<file path="config.mk">
export PLATFORM = sky130hd
export DESIGN_NAME = alu_pipe
export DESIGN_NICKNAME = d
export VERILOG_FILES = /design/src/rtl/alu_pipe.sv
export SDC_FILE = /design/constraint.sdc
export NUM_CORES = 1
export LEC_CHECK = 0
export CAP_MARGIN = 20
export CORE_AREA = 2 2 79 81
export CTS_CLUSTER_SIZE = 16
export DETAILED_ROUTE_END_ITERATION = 10
export DIE_AREA = 0 0 81 83
export GPL_TIMING_DRIVEN = 0
export HOLD_SLACK_MARGIN = 0.06
export SETUP_SLACK_MARGIN = 0.3
export SLEW_MARGIN = 20
export SYNTH_ARGS = -nofsm -noshare
export SYNTH_HDL_FRONTEND = slang
export SYNTH_SLANG_ARGS = --single-unit
</file>
<file path="constraint.sdc">
create_clock -name clk -period 3.42 [get_ports clk]
set_input_delay 0.684 -clock clk [delete_from_list [all_inputs] [get_ports clk]]
set_output_delay 0.684 -clock clk [all_outputs]
set_load 0.02 [all_outputs]
</file>
<file path="src/rtl/alu_pipe.sv">
// Two-stage pipelined signed ALU: stage 1 registers operands, stage 2 computes
// and registers the result with zero/negative/carry/overflow flags.
module alu_pipe #(
  parameter int unsigned WIDTH    = 6,
  parameter bit          SATURATE = 1'b0
) (
  input  logic             clk,
  input  logic             rst_n,
  input  logic             in_valid,
  output logic             in_ready,
  input  logic [WIDTH-1:0] a,
  input  logic [WIDTH-1:0] b,
  input  logic [2:0]       fxn,
  output logic             out_valid,
  input  logic             out_ready,
  output logic [WIDTH-1:0] alu_ans,
  output logic             flag_z,
  output logic             flag_n,
  output logic             flag_c,
  output logic             flag_v
);

  typedef enum logic [2:0] {
    OP_ADD = 3'b000,
    OP_SUB = 3'b001,
    OP_AND = 3'b010,
    OP_OR  = 3'b011,
    OP_XOR = 3'b100,
    OP_SLT = 3'b101,
    OP_SHL = 3'b110,
    OP_SRA = 3'b111
  } op_e;

  localparam logic [WIDTH-1:0] SMAX      = {1'b0, {(WIDTH-1){1'b1}}};
  localparam logic [WIDTH-1:0] SMIN      = {1'b1, {(WIDTH-1){1'b0}}};
  localparam logic [WIDTH-1:0] SHAMT_LIM = WIDTH'(WIDTH);

  logic             s1_valid_q, s1_valid_d;
  logic [WIDTH-1:0] s1_a_q, s1_b_q;
  op_e              s1_op_q;

  logic             s2_valid_q, s2_valid_d;
  logic [WIDTH-1:0] ans_q, ans_d;
  logic             z_q, z_d, n_q, n_d, c_q, c_d, v_q, v_d;

  logic             s2_load, in_fire;
  logic [WIDTH:0]   sum, diff;
  logic             a_msb, b_msb;
  logic signed [WIDTH-1:0] sra_res;

  // Ready looks through to out_ready so a full pipe still streams at 1/cycle.
  assign s2_load  = s1_valid_q && (!s2_valid_q || out_ready);
  assign in_ready = !s1_valid_q || s2_load;
  assign in_fire  = in_valid && in_ready;

  always_comb begin
    s1_valid_d = s1_valid_q;
    if (in_fire)      s1_valid_d = 1'b1;
    else if (s2_load) s1_valid_d = 1'b0;

    s2_valid_d = s2_valid_q;
    if (s2_load)        s2_valid_d = 1'b1;
    else if (out_ready) s2_valid_d = 1'b0;
  end

  always_ff @(posedge clk or negedge rst_n) begin
    if (!rst_n) begin
      s1_valid_q <= 1'b0;
      s1_a_q     <= '0;
      s1_b_q     <= '0;
      s1_op_q    <= OP_ADD;
    end else begin
      s1_valid_q <= s1_valid_d;
      if (in_fire) begin
        s1_a_q  <= a;
        s1_b_q  <= b;
        s1_op_q <= op_e'(fxn);
      end
    end
  end

  always_comb begin
    sum     = {1'b0, s1_a_q} + {1'b0, s1_b_q};
    diff    = {1'b0, s1_a_q} - {1'b0, s1_b_q};
    a_msb   = s1_a_q[WIDTH-1];
    b_msb   = s1_b_q[WIDTH-1];
    sra_res = $signed(s1_a_q) >>> s1_b_q;
    ans_d   = '0;
    c_d     = 1'b0;
    v_d     = 1'b0;
    case (s1_op_q)
      OP_ADD: begin
        ans_d = sum[WIDTH-1:0];
        c_d   = sum[WIDTH];
        v_d   = (a_msb == b_msb) && (sum[WIDTH-1] != a_msb);
      end
      OP_SUB: begin
        ans_d = diff[WIDTH-1:0];
        c_d   = diff[WIDTH];
        v_d   = (a_msb != b_msb) && (diff[WIDTH-1] != a_msb);
      end
      OP_AND:  ans_d = s1_a_q & s1_b_q;
      OP_OR:   ans_d = s1_a_q | s1_b_q;
      OP_XOR:  ans_d = s1_a_q ^ s1_b_q;
      OP_SLT:  ans_d = {{(WIDTH-1){1'b0}}, ($signed(s1_a_q) < $signed(s1_b_q))};
      OP_SHL:  ans_d = (s1_b_q >= SHAMT_LIM) ? '0 : (s1_a_q << s1_b_q);
      OP_SRA:  ans_d = (s1_b_q >= SHAMT_LIM) ? {WIDTH{a_msb}} : WIDTH'(sra_res);
      default: ans_d = '0;
    endcase
    // Overflow direction follows the sign of a for both ADD and SUB.
    if (SATURATE && v_d) ans_d = a_msb ? SMIN : SMAX;
    z_d = (ans_d == '0);
    n_d = ans_d[WIDTH-1];
  end

  always_ff @(posedge clk or negedge rst_n) begin
    if (!rst_n) begin
      s2_valid_q <= 1'b0;
      ans_q      <= '0;
      z_q        <= 1'b0;
      n_q        <= 1'b0;
      c_q        <= 1'b0;
      v_q        <= 1'b0;
    end else begin
      s2_valid_q <= s2_valid_d;
      if (s2_load) begin
        ans_q <= ans_d;
        z_q   <= z_d;
        n_q   <= n_d;
        c_q   <= c_d;
        v_q   <= v_d;
      end
    end
  end

  assign out_valid = s2_valid_q;
  assign alu_ans   = ans_q;
  assign flag_z    = z_q;
  assign flag_n    = n_q;
  assign flag_c    = c_q;
  assign flag_v    = v_q;

endmodule

</file>
* After elaboration in Yosys (flattened, before gate mapping)
Cells that the tools add are included.
** Storage, ports and cells
- Logic and storage cells :: 51
- Register bits after elaboration :: 27
- Bits of input ports :: 19
- Output and inout bits :: 12
** Operators by class
- Add/subtract/negate cells :: 2
- Bitwise operators :: 3
- $lt $le $gt $ge :: 2
- Muxes and demuxes :: 9
- Reduce and logical (&&, ||, !) cells :: 12
- Shift-type cells :: 2
- Eq/ne operators :: 11
** Operator list (count)
- 6-bit case mux with 8 select lines :: 1
- 3-bit equality test, second input constant :: 4
- 6-bit two-way mux :: 2
- 6-bit by 6-bit adder with 7-bit output :: 1
- 6-bit by 6-bit subtractor with 7-bit output :: 1
- 6-bit AND :: 1
- 3-bit by 2-bit equality test with 1-bit output, second input constant :: 2
- 6-bit by 3-bit >= comparator with 1-bit output, second input constant :: 1
- 6-bit zero test :: 1
- 6-bit less-than comparator :: 1
- 6-bit OR :: 1
- 6-bit by 6-bit << shifter with 6-bit output :: 1
- 6-bit by 6-bit >>> shifter with 6-bit output :: 1
- 6-bit bitwise XOR :: 1
- 1-bit logical AND :: 4
- 1-bit two-way mux :: 4
- 1-bit case mux with 2 select lines :: 2
- 2-bit nonzero test :: 2
- 3-bit by 1-bit equality test with 1-bit output, second input constant :: 1
- 3-bit zero test :: 1
- 1-bit != test :: 3
- 1-bit zero test :: 2
- 1-bit logical OR :: 2
- 1-bit equality test :: 1

* Logic depth before layout (Yosys ltp)
Gate-level depths: netlist of the first run.
- Depth in word-level cells :: 6
- Gate-level depth with buffers :: 11
- Depth with buffers taken out :: 11

* Worst setup path before layout of the first run
Ideal clock, no wire load.
- Path type :: register -> register
- Start :: reg s1_a_q[5]
- End :: reg z_q (netlist: flag_z)
- Arrival :: 2.466 ns
- Library setup time :: 0.067 ns
- Slack :: 0.887 ns
- Clock period less this slack :: 2.533 ns
- Required time :: 3.353 ns
- Cell stages (with the launch flop) :: 12
- Buffers on the path :: 2
- Cells stage by stage :: dfrtp_1 -> clkbuf_1 -> inv_1 -> ha_1 -> clkbuf_1 -> and3_1 -> a21oi_1 -> nor3b_1 -> a2111o_1 -> nor4_2 -> and4_1 -> a32o_1
** On the way
- Word-level cells in the longest chain between the ends :: 4
- Elaborated cells between the ends (all ways) :: 12
- Classes of those cells :: add/sub: 2; order compare: 1; shift: 2; mux: 3; bitwise: 3; reduce/logical: 1
** Ends and longest elaborated chain
- start, declared :: RTL line 39 : logic [WIDTH-1:0] s1_a_q, s1_b_q;
- start signal, assigned :: RTL line 69 : s1_a_q <= '0;
- start signal, assigned :: RTL line 75 : s1_a_q <= a;
- parallel branches: the longest is 2 deep, another holds 6-bit by 6-bit subtractor with 7-bit output
- 6-bit case mux with 8 select lines * :: RTL line 91 : case (s1_op_q)
- 6-bit zero test * :: RTL line 112 : z_d = (ans_d == '0);
- end signal, assigned :: RTL line 128 : z_q <= z_d;
- end, declared :: RTL line 44 : logic z_q, z_d, n_q, n_d, c_q, c_d, v_q, v_d;
Mark *: on every way between the ends.
A chain may end at the register's enable or synchronous reset.

* Worst setup path after layout of the first run
Same ends and word-level chain as after synthesis.

==> run metrics, run 1 <==
share of cells above drive strength 1 11.8%; WL/cell 16.6 um; sequential share of power 30.4%; gr usage total 19.8%; CTS tree done; ys flop type dfrtp_1; setup tns final 0 ns; core region area 5820 um2; worst clock skew 0.00383 ns; Reg-to-Reg Start s1_a_q[5]$_DFFE_PN0P_; grt total ovfl 0; register area share after synthesis 28.7%; Post-Syn Nets 301; Row Count 28; mux share of post-synthesis cell area 12.6%; Vias/cell 5.64; Post CTS Setup Buffer Count 0; Peak Freq 0.347 GHz; Worst R2R Setup Slack 0.54 ns; R2R depth 11; Yosys reg bits 26; Power per Cell Area 532 nW/um2; hold crit path type input port to async pin; CTS Buffer Depth 2; Synth Area per Inst 8.64 um2; cts bufs inserted 3; worst setup path startpoint s1_a_q[5]$_DFFE_PN0P_; H-Tree Depth 1; Die Y 83 um; Buf+Inv Stages, Crit Path 3; Starting DRT DRC Count 208; layout net count 336; critical path depth 11; Die ar. 6720 um2; crit end category flop; Clock power frac 18.2%; Hold Worst Slack 0.387 ns; largest family of logic cells by synthesized area compound AO/OA/AOI/OAI gates; Adder-Cell Fraction of Synth Area 11.7%; NetSw 0.591 mW; post-route ant nets 0; CP cell instances clkbuf_4 -> inv_1 -> ha_1 -> clkbuf_1 -> and3_1 -> a21oi_1 -> nor3b_1 -> a2111o_1 -> nor4_2 -> and4_1 -> a32o_1; HPWL Detailed 4820 um; Async SR Flop Fraction 100%; clk_lat worst skew 0.28 ns; Final period util 84.3%; Comb pwr share 51.4%; worst path arrival time 3.11 ns; crit path time final 2.88 ns; Int Power 0.861 mW; reg2reg end flag_z$_DFFE_PN0P_; vias post-DR 2094; yosys warns 0; total power 1.45 mW; actual slew at the worst max-slew pin 0.641 ns; Port-buffer cells 30; Root Driver clkbuf_8; Synth Area in Compound Gates 21.7%; static leakage 1.15 nW; antenna cells 0; switch share 40.7%; worst stage delay on the critical path 0.42 ns; Top Ports 31; Worst setup SP type flop; initial antenna violation count 0; fin. max-slew vios 0; CP top delay family simple AND/OR/NAND/NOR gates; Max Fanout on Critical Path 10; RD Place Congestion 0.898; Max-slew headroom 56.9%; vias in the first global route 2092; # setup viols final 0; drt drc 0; VDD IR-drop max 0.245 mV; max_cap viols 0; Pre-antenna DRT Iters 4; required time of the critical path 3.64 ns; Crit-path slowest cell dfrtp_1; count of clock tree sinks 26; P&R area growth vs syn 20.6%; Post-Syn Area 2260 um2; Post-synth EDFFs 0; die width 81 um; largest net degree at the start of global routing 27; status finished clean; starting density of the core 38.9%; hold_buf cts 0; Final Hold Vio Count 0; unrepaired setup endpoints after global routing no; post-cts gate resize count 0; cell count after synthesis 262; Routed WL 6140 um; CP Class flop to flop; Yosys cell types 46; XOR/XNOR Fraction of Synth Area 1.93%; Post-Synth Simple-Gate Area 17.1%; first-pass GRT wire length 10600 um; CTS clk-pin slew, worst paths 0.10 ns
layout by cell type, fill, tap and decap left out, types with 3 or more instances in the layout:
| cell | netlist | routed |
|---|---|---|
| clkbuf_1 | 8 | 6 |
| o21ai_0 | 20 | 20 |
| inv_1 | 21 | 21 |
| mux2i_1 | 6 | 6 |
| nor3_1 | 3 | 3 |
| a2bb2oi_1 | 3 | 3 |
| o221ai_1 | 3 | 3 |
| nand3_1 | 4 | 4 |
| ha_1 | 18 | 18 |
| nand2b_1 | 9 | 9 |
| dfrtp_1 | 26 | 26 |
| nor4_1 | 3 | 3 |
| nor4b_1 | 3 | 3 |
| xnor2_1 | 5 | 5 |
| nor2_1 | 21 | 21 |
| clkbuf_8 | 0 | 3 |
| nand2_1 | 23 | 23 |
| clkdlybuf4s50_1 | 0 | 29 |
| and3_1 | 4 | 4 |
| buf_2 | 5 | 6 |
| a21oi_1 | 18 | 18 |
| mux2_2 | 16 | 16 |
| a31oi_1 | 5 | 5 |
| a211oi_1 | 4 | 4 |
layout make-up:
type	count	area, um2
fill	599	3090
multi-input combinational	201	1470
sequential	26	651
timing repair buffer	30	295
tap	75	93.8
inverter	21	78.8
buffer	14	67.6
clock buffer	3	41.3
clock inverter	1	30.0
worst max-delay path by stage:
stage | end | slack [ns]
2_1_floorplan | flag_z$_DFFE_PN0P_ | 0.89
3_3_place_gp | flag_z$_DFFE_PN0P_ | 0.40
3_5_place_dp | flag_z$_DFFE_PN0P_ | 0.33
4_1_cts | flag_z$_DFFE_PN0P_ | 0.32
5_1_grt | flag_z$_DFFE_PN0P_ | 0.33
6_report | flag_z$_DFFE_PN0P_ | 0.54
cell usage after synthesis, types with 2 or more instances:
library cell | number | area share, %
nand2b_1 | 9 | 2.5
mux2_2 | 16 | 8.0
o311ai_0 | 3 | 1.2
mux2i_1 | 6 | 2.7
a32o_1 | 2 | 0.88
fa_1 | 2 | 1.8
a2bb2oi_1 | 3 | 1.2
nand3_1 | 4 | 0.88
o31ai_1 | 2 | 0.66
a221oi_1 | 2 | 0.77
o21a_1 | 2 | 0.66
buf_2 | 5 | 1.1
a21oi_1 | 18 | 4.0
nor3_1 | 3 | 0.66
nand2_1 | 23 | 3.8
inv_1 | 21 | 3.5
nor2_1 | 21 | 3.5
mux4_2 | 2 | 2.0
ha_1 | 18 | 9.9
and3_1 | 4 | 1.1
nor4_1 | 3 | 0.83
o22ai_1 | 2 | 0.55
a31oi_1 | 5 | 1.4
o21ai_0 | 20 | 4.4
clkbuf_1 | 8 | 1.3
xnor2_1 | 5 | 1.9
o32ai_1 | 2 | 0.77
a211oi_1 | 4 | 1.3
dfrtp_1 | 26 | 29
nor4b_1 | 3 | 1.2
o221ai_1 | 3 | 1.2
power groups by stage:
| stage | registers (mW) | clock network (mW) | logic [mW] |
|---|---|---|---|
| floorplan | 0.470 | 0 | 0.464 |
| CTS | 0.442 | 0.267 | 0.741 |
| global placement | 0.445 | 0 | 0.732 |
| detailed placement | 0.449 | 0 | 0.739 |
| global route | 0.455 | 0.286 | 0.824 |
| finish | 0.442 | 0.264 | 0.747 |
per-layer routing:
layer	GRT usage, %	wire length [um]
met1	28.4	2860
met2	30.8	2910
met3	2.28	229
met4	6.32	153
met5	0	0
registers in the layout, summed over array words and instances (netlist names):
| name | count |
|---|---|
| alu_ans | 6 |
| flag_c | 1 |
| flag_v | 1 |
| flag_z | 1 |
| out_valid | 1 |
| s1_a_q | 6 |
| s1_b_q | 6 |
| s1_op_q | 3 |
| s1_valid_q | 1 |
cells by family (layout without fill, tap and decap cells):
| group | after synthesis | count (layout) |
|---|---|---|
| simple gates | 77 | 77 |
| compound gates | 75 | 75 |
| buf+inv | 35 | 69 |
| flops | 26 | 26 |
| mux | 24 | 24 |
| fa+ha+maj | 20 | 20 |
| xor+xnor | 5 | 5 |
stage by stage:
stage	instance area [um2]	std cells	utilization [%]	worst slack, ns
finish	2730	371	46.9	0.537
global route	2730	371	46.9	0.334
CTS	2730	371	46.9	0.321
detailed placement	2650	367	45.6	0.329
global placement	2660	367	45.7	0.398
floorplan	2260	262	-	0.887
Power figures use the tool's default switching activity.
==> inputs of run 2 (changes only) <==
==> constraint.sdc (replaced) <==
create_clock -name clk -period 2.4 [get_ports clk]
set_input_delay 0.48 -clock clk [delete_from_list [all_inputs] [get_ports clk]]
set_output_delay 0.48 -clock clk [all_outputs]
set_load 0.02 [all_outputs]
==> run metrics, run 2 (same netlist as run 1, synthesis figures left out) <==
hold crit path type input port to async pin (unchanged); dpl ws -0.175 ns (was 0.329 ns); NetSw 1.01 mW (was 0.591 mW); P&R area growth vs syn 44.7% (was 20.6%); cts bufs inserted 3 (unchanged); grt total ovfl 0 (unchanged); Peak Freq 0.439 GHz (was 0.347 GHz); largest net degree at the start of global routing 27 (unchanged); Worst setup SP type flop (unchanged); max_cap viols 0 (unchanged); drt drc 0 (unchanged); die width 81 um (unchanged); layout net count 368 (was 336); Max Fanout on Critical Path 2 (was 10); most used cell, CP inv_2; Crit-path slowest cell dfrtp_2 (was dfrtp_1); Row Count 28 (unchanged); Top Ports 31 (unchanged); CTS tree done (unchanged); first-pass GRT wire length 11100 um (was 10600 um); Power per Cell Area 758 nW/um2 (was 532 nW/um2); actual slew at the worst max-slew pin 0.615 ns (was 0.641 ns); CTS clk-pin slew, worst paths 0.10 ns (about the same); core region area 5820 um2 (unchanged); Final Cell Area 3280 um2 (was 2730 um2); # fillers 543 (was 599); commonest non-fill, non-tap cell in the layout buf_4 (was clkdlybuf4s50_1); Int Power 1.48 mW (was 0.861 mW); # setup viols final 0 (unchanged); Clock power frac 15.5% (was 18.2%); FF/Latch Area 659 um2 (was 651 um2); Final Hold Vio Count 0 (unchanged); RD Place Congestion 0.961 (was 0.898); CTS Buffer Depth 2 (unchanged); worst stage delay on the critical path 0.43 ns (was 0.42 ns); sequential share of power 24.7% (was 30.4%); Final Util 56.3% (was 46.9%); HPWL Detailed 4750 um (was 4820 um); Post-Place Cell Area 2730 um2 (was 2650 um2); static leakage 1.36 nW (was 1.15 nW); Port-buffer cells 30 (unchanged); footprint of the multi-input gates 1700 um2 (was 1470 um2); antenna cells 0 (unchanged); Routed WL 7010 um (was 6140 um); vias post-DR 2319 (was 2094); Comb pwr share 59.8% (was 51.4%); H-Tree Depth 1 (unchanged); status finished clean (unchanged); Final period util 95.0% (was 84.3%); Hold Worst Slack 0.186 ns (was 0.387 ns); WL/cell 17.4 um (was 16.6 um); Die ar. 6720 um2 (unchanged); crit path time final 2.28 ns (was 2.88 ns); required time of the critical path 2.63 ns (was 3.64 ns); Max-slew headroom 58.8% (was 56.9%); crit end category flop (unchanged); CP cell instances inv_2 -> ha_4 -> inv_2 -> fa_2 -> nand2b_4 -> a311o_1 -> o32ai_2 -> and4_1 -> a32o_1 (was clkbuf_4 -> inv_1 -> ha_1 -> clkbuf_1 -> and3_1 -> a21oi_1 -> nor3b_1 -> a2111o_1 -> nor4_2 -> and4_1 -> a32o_1); unrepaired setup endpoints after global routing yes (was no); fin. max-slew vios 0 (unchanged); count of clock tree sinks 26 (unchanged); Starting DRT DRC Count 187 (was 208); post-route ant nets 0 (unchanged); initial antenna violation count 0 (unchanged); vias in the first global route 2196 (was 2092); share of cells above drive strength 1 36.0% (was 11.8%); worst path arrival time 2.51 ns (was 3.11 ns); Pre-antenna DRT Iters 5 (was 4); total power 2.48 mW (was 1.45 mW); Die Y 83 um (unchanged); Vias/cell 5.75 (was 5.64); gr usage total 21.1% (was 19.8%); switch share 40.5% (was 40.7%); CP Class flop to flop (unchanged); Root Driver clkbuf_8 (unchanged); min setup slack post-route 0.120 ns (was 0.537 ns); most frequent cells in the layout buf_4 (31), clkdlybuf4s50_1 (28), nand2_1 (23), nor2_1 (19), dfrtp_1 (19) (was clkdlybuf4s50_1 (29), dfrtp_1 (26), nand2_1 (23), inv_1 (21), nor2_1 (21)); starting density of the core 38.9% (unchanged); clk_lat worst skew 0.28 ns (about the same); VDD IR-drop max 0.466 mV (was 0.245 mV); worst clock skew 0.00530 ns (was 0.00383 ns)
run 2: cell types whose count changed in the layout (fill, tap and decap cells not counted), sizes merged:
| cell | before | now |
|---|---|---|
| dlygate4sd2 | 0 | 1 |
| buf | 7 | 40 |
| clkbuf | 11 | 10 |
| clkdlybuf4s50 | 29 | 28 |
run 2: layer usage:
metal	vias up	global-route usage, %	routed length (um)
li1	1081	-	-
met1	1116	28.0	2940
met2	99	33.1	3350
met3	23	4.89	470
met4	0	7.86	249
met5	-	0	0
run 2: cell type report:
cell class	instances	area share [%]
Clock buffer	3	1.26
Timing Repair Buffer	62	16.5
Tap cell	75	2.86
Inverter	21	2.79
Clock inverter	1	0.916
Multi-Input combinational cell	201	52.0
Buffer	14	3.51
Sequential cell	26	20.1
run 2: path summary, 6_finish.rpt:
kind                                            start                     to  slack (ns)  cells past startpoint
worst max-delay path            s1_a_q[0]$_DFFE_PN0P_     flag_z$_DFFE_PN0P_        0.12                      9
worst min-delay path                            rst_n  s1_b_q[0]$_DFFE_PN0P_        0.19                      1
worst max register to register  s1_a_q[0]$_DFFE_PN0P_     flag_z$_DFFE_PN0P_        0.12                      9
worst min register to register     flag_v$_DFFE_PN0P_     flag_v$_DFFE_PN0P_        0.49                      2
max in group asynchronous                       rst_n  s1_b_q[4]$_DFFE_PN0P_        1.79                      1
min in group clk                   flag_v$_DFFE_PN0P_     flag_v$_DFFE_PN0P_        0.49                      2
run 2: worst max-delay path, delay by kind of cell (launching register included):
kind	cells	cell delay [ns]
AOI/OAI and AO/OA	3	0.81
DFF	1	0.43
and+or+nand+nor	2	0.40
adders and majority gates	2	0.48
buffers and inverters	2	0.12
run 2: metrics by stage:
step | instances | TNS [ns]
floorplan | 262 | 0
global placement | 367 | -0.156
detailed placement | 367 | -0.217
CTS | 395 | 0
global route | 403 | 0
finish | 403 | 0
run 2: what timing repair did:
item | in CTS | in global routing
buffers inserted | 24 | 8
resized for setup | 44 | 21
pin swaps | 17 | 15
hold buffers | 0 | 0
setup endpoints to repair | 10 | 19
run 2: power by group through the flow:
stage	sequential, mW	clock (mW)	combinational (mW)
2_1_floorplan	0.672	0	0.713
3_3_place_gp	0.635	0	1.10
3_5_place_dp	0.637	0	1.10
4_1_cts	0.611	0.393	1.35
5_1_grt	0.628	0.405	1.59
6_report	0.614	0.385	1.49
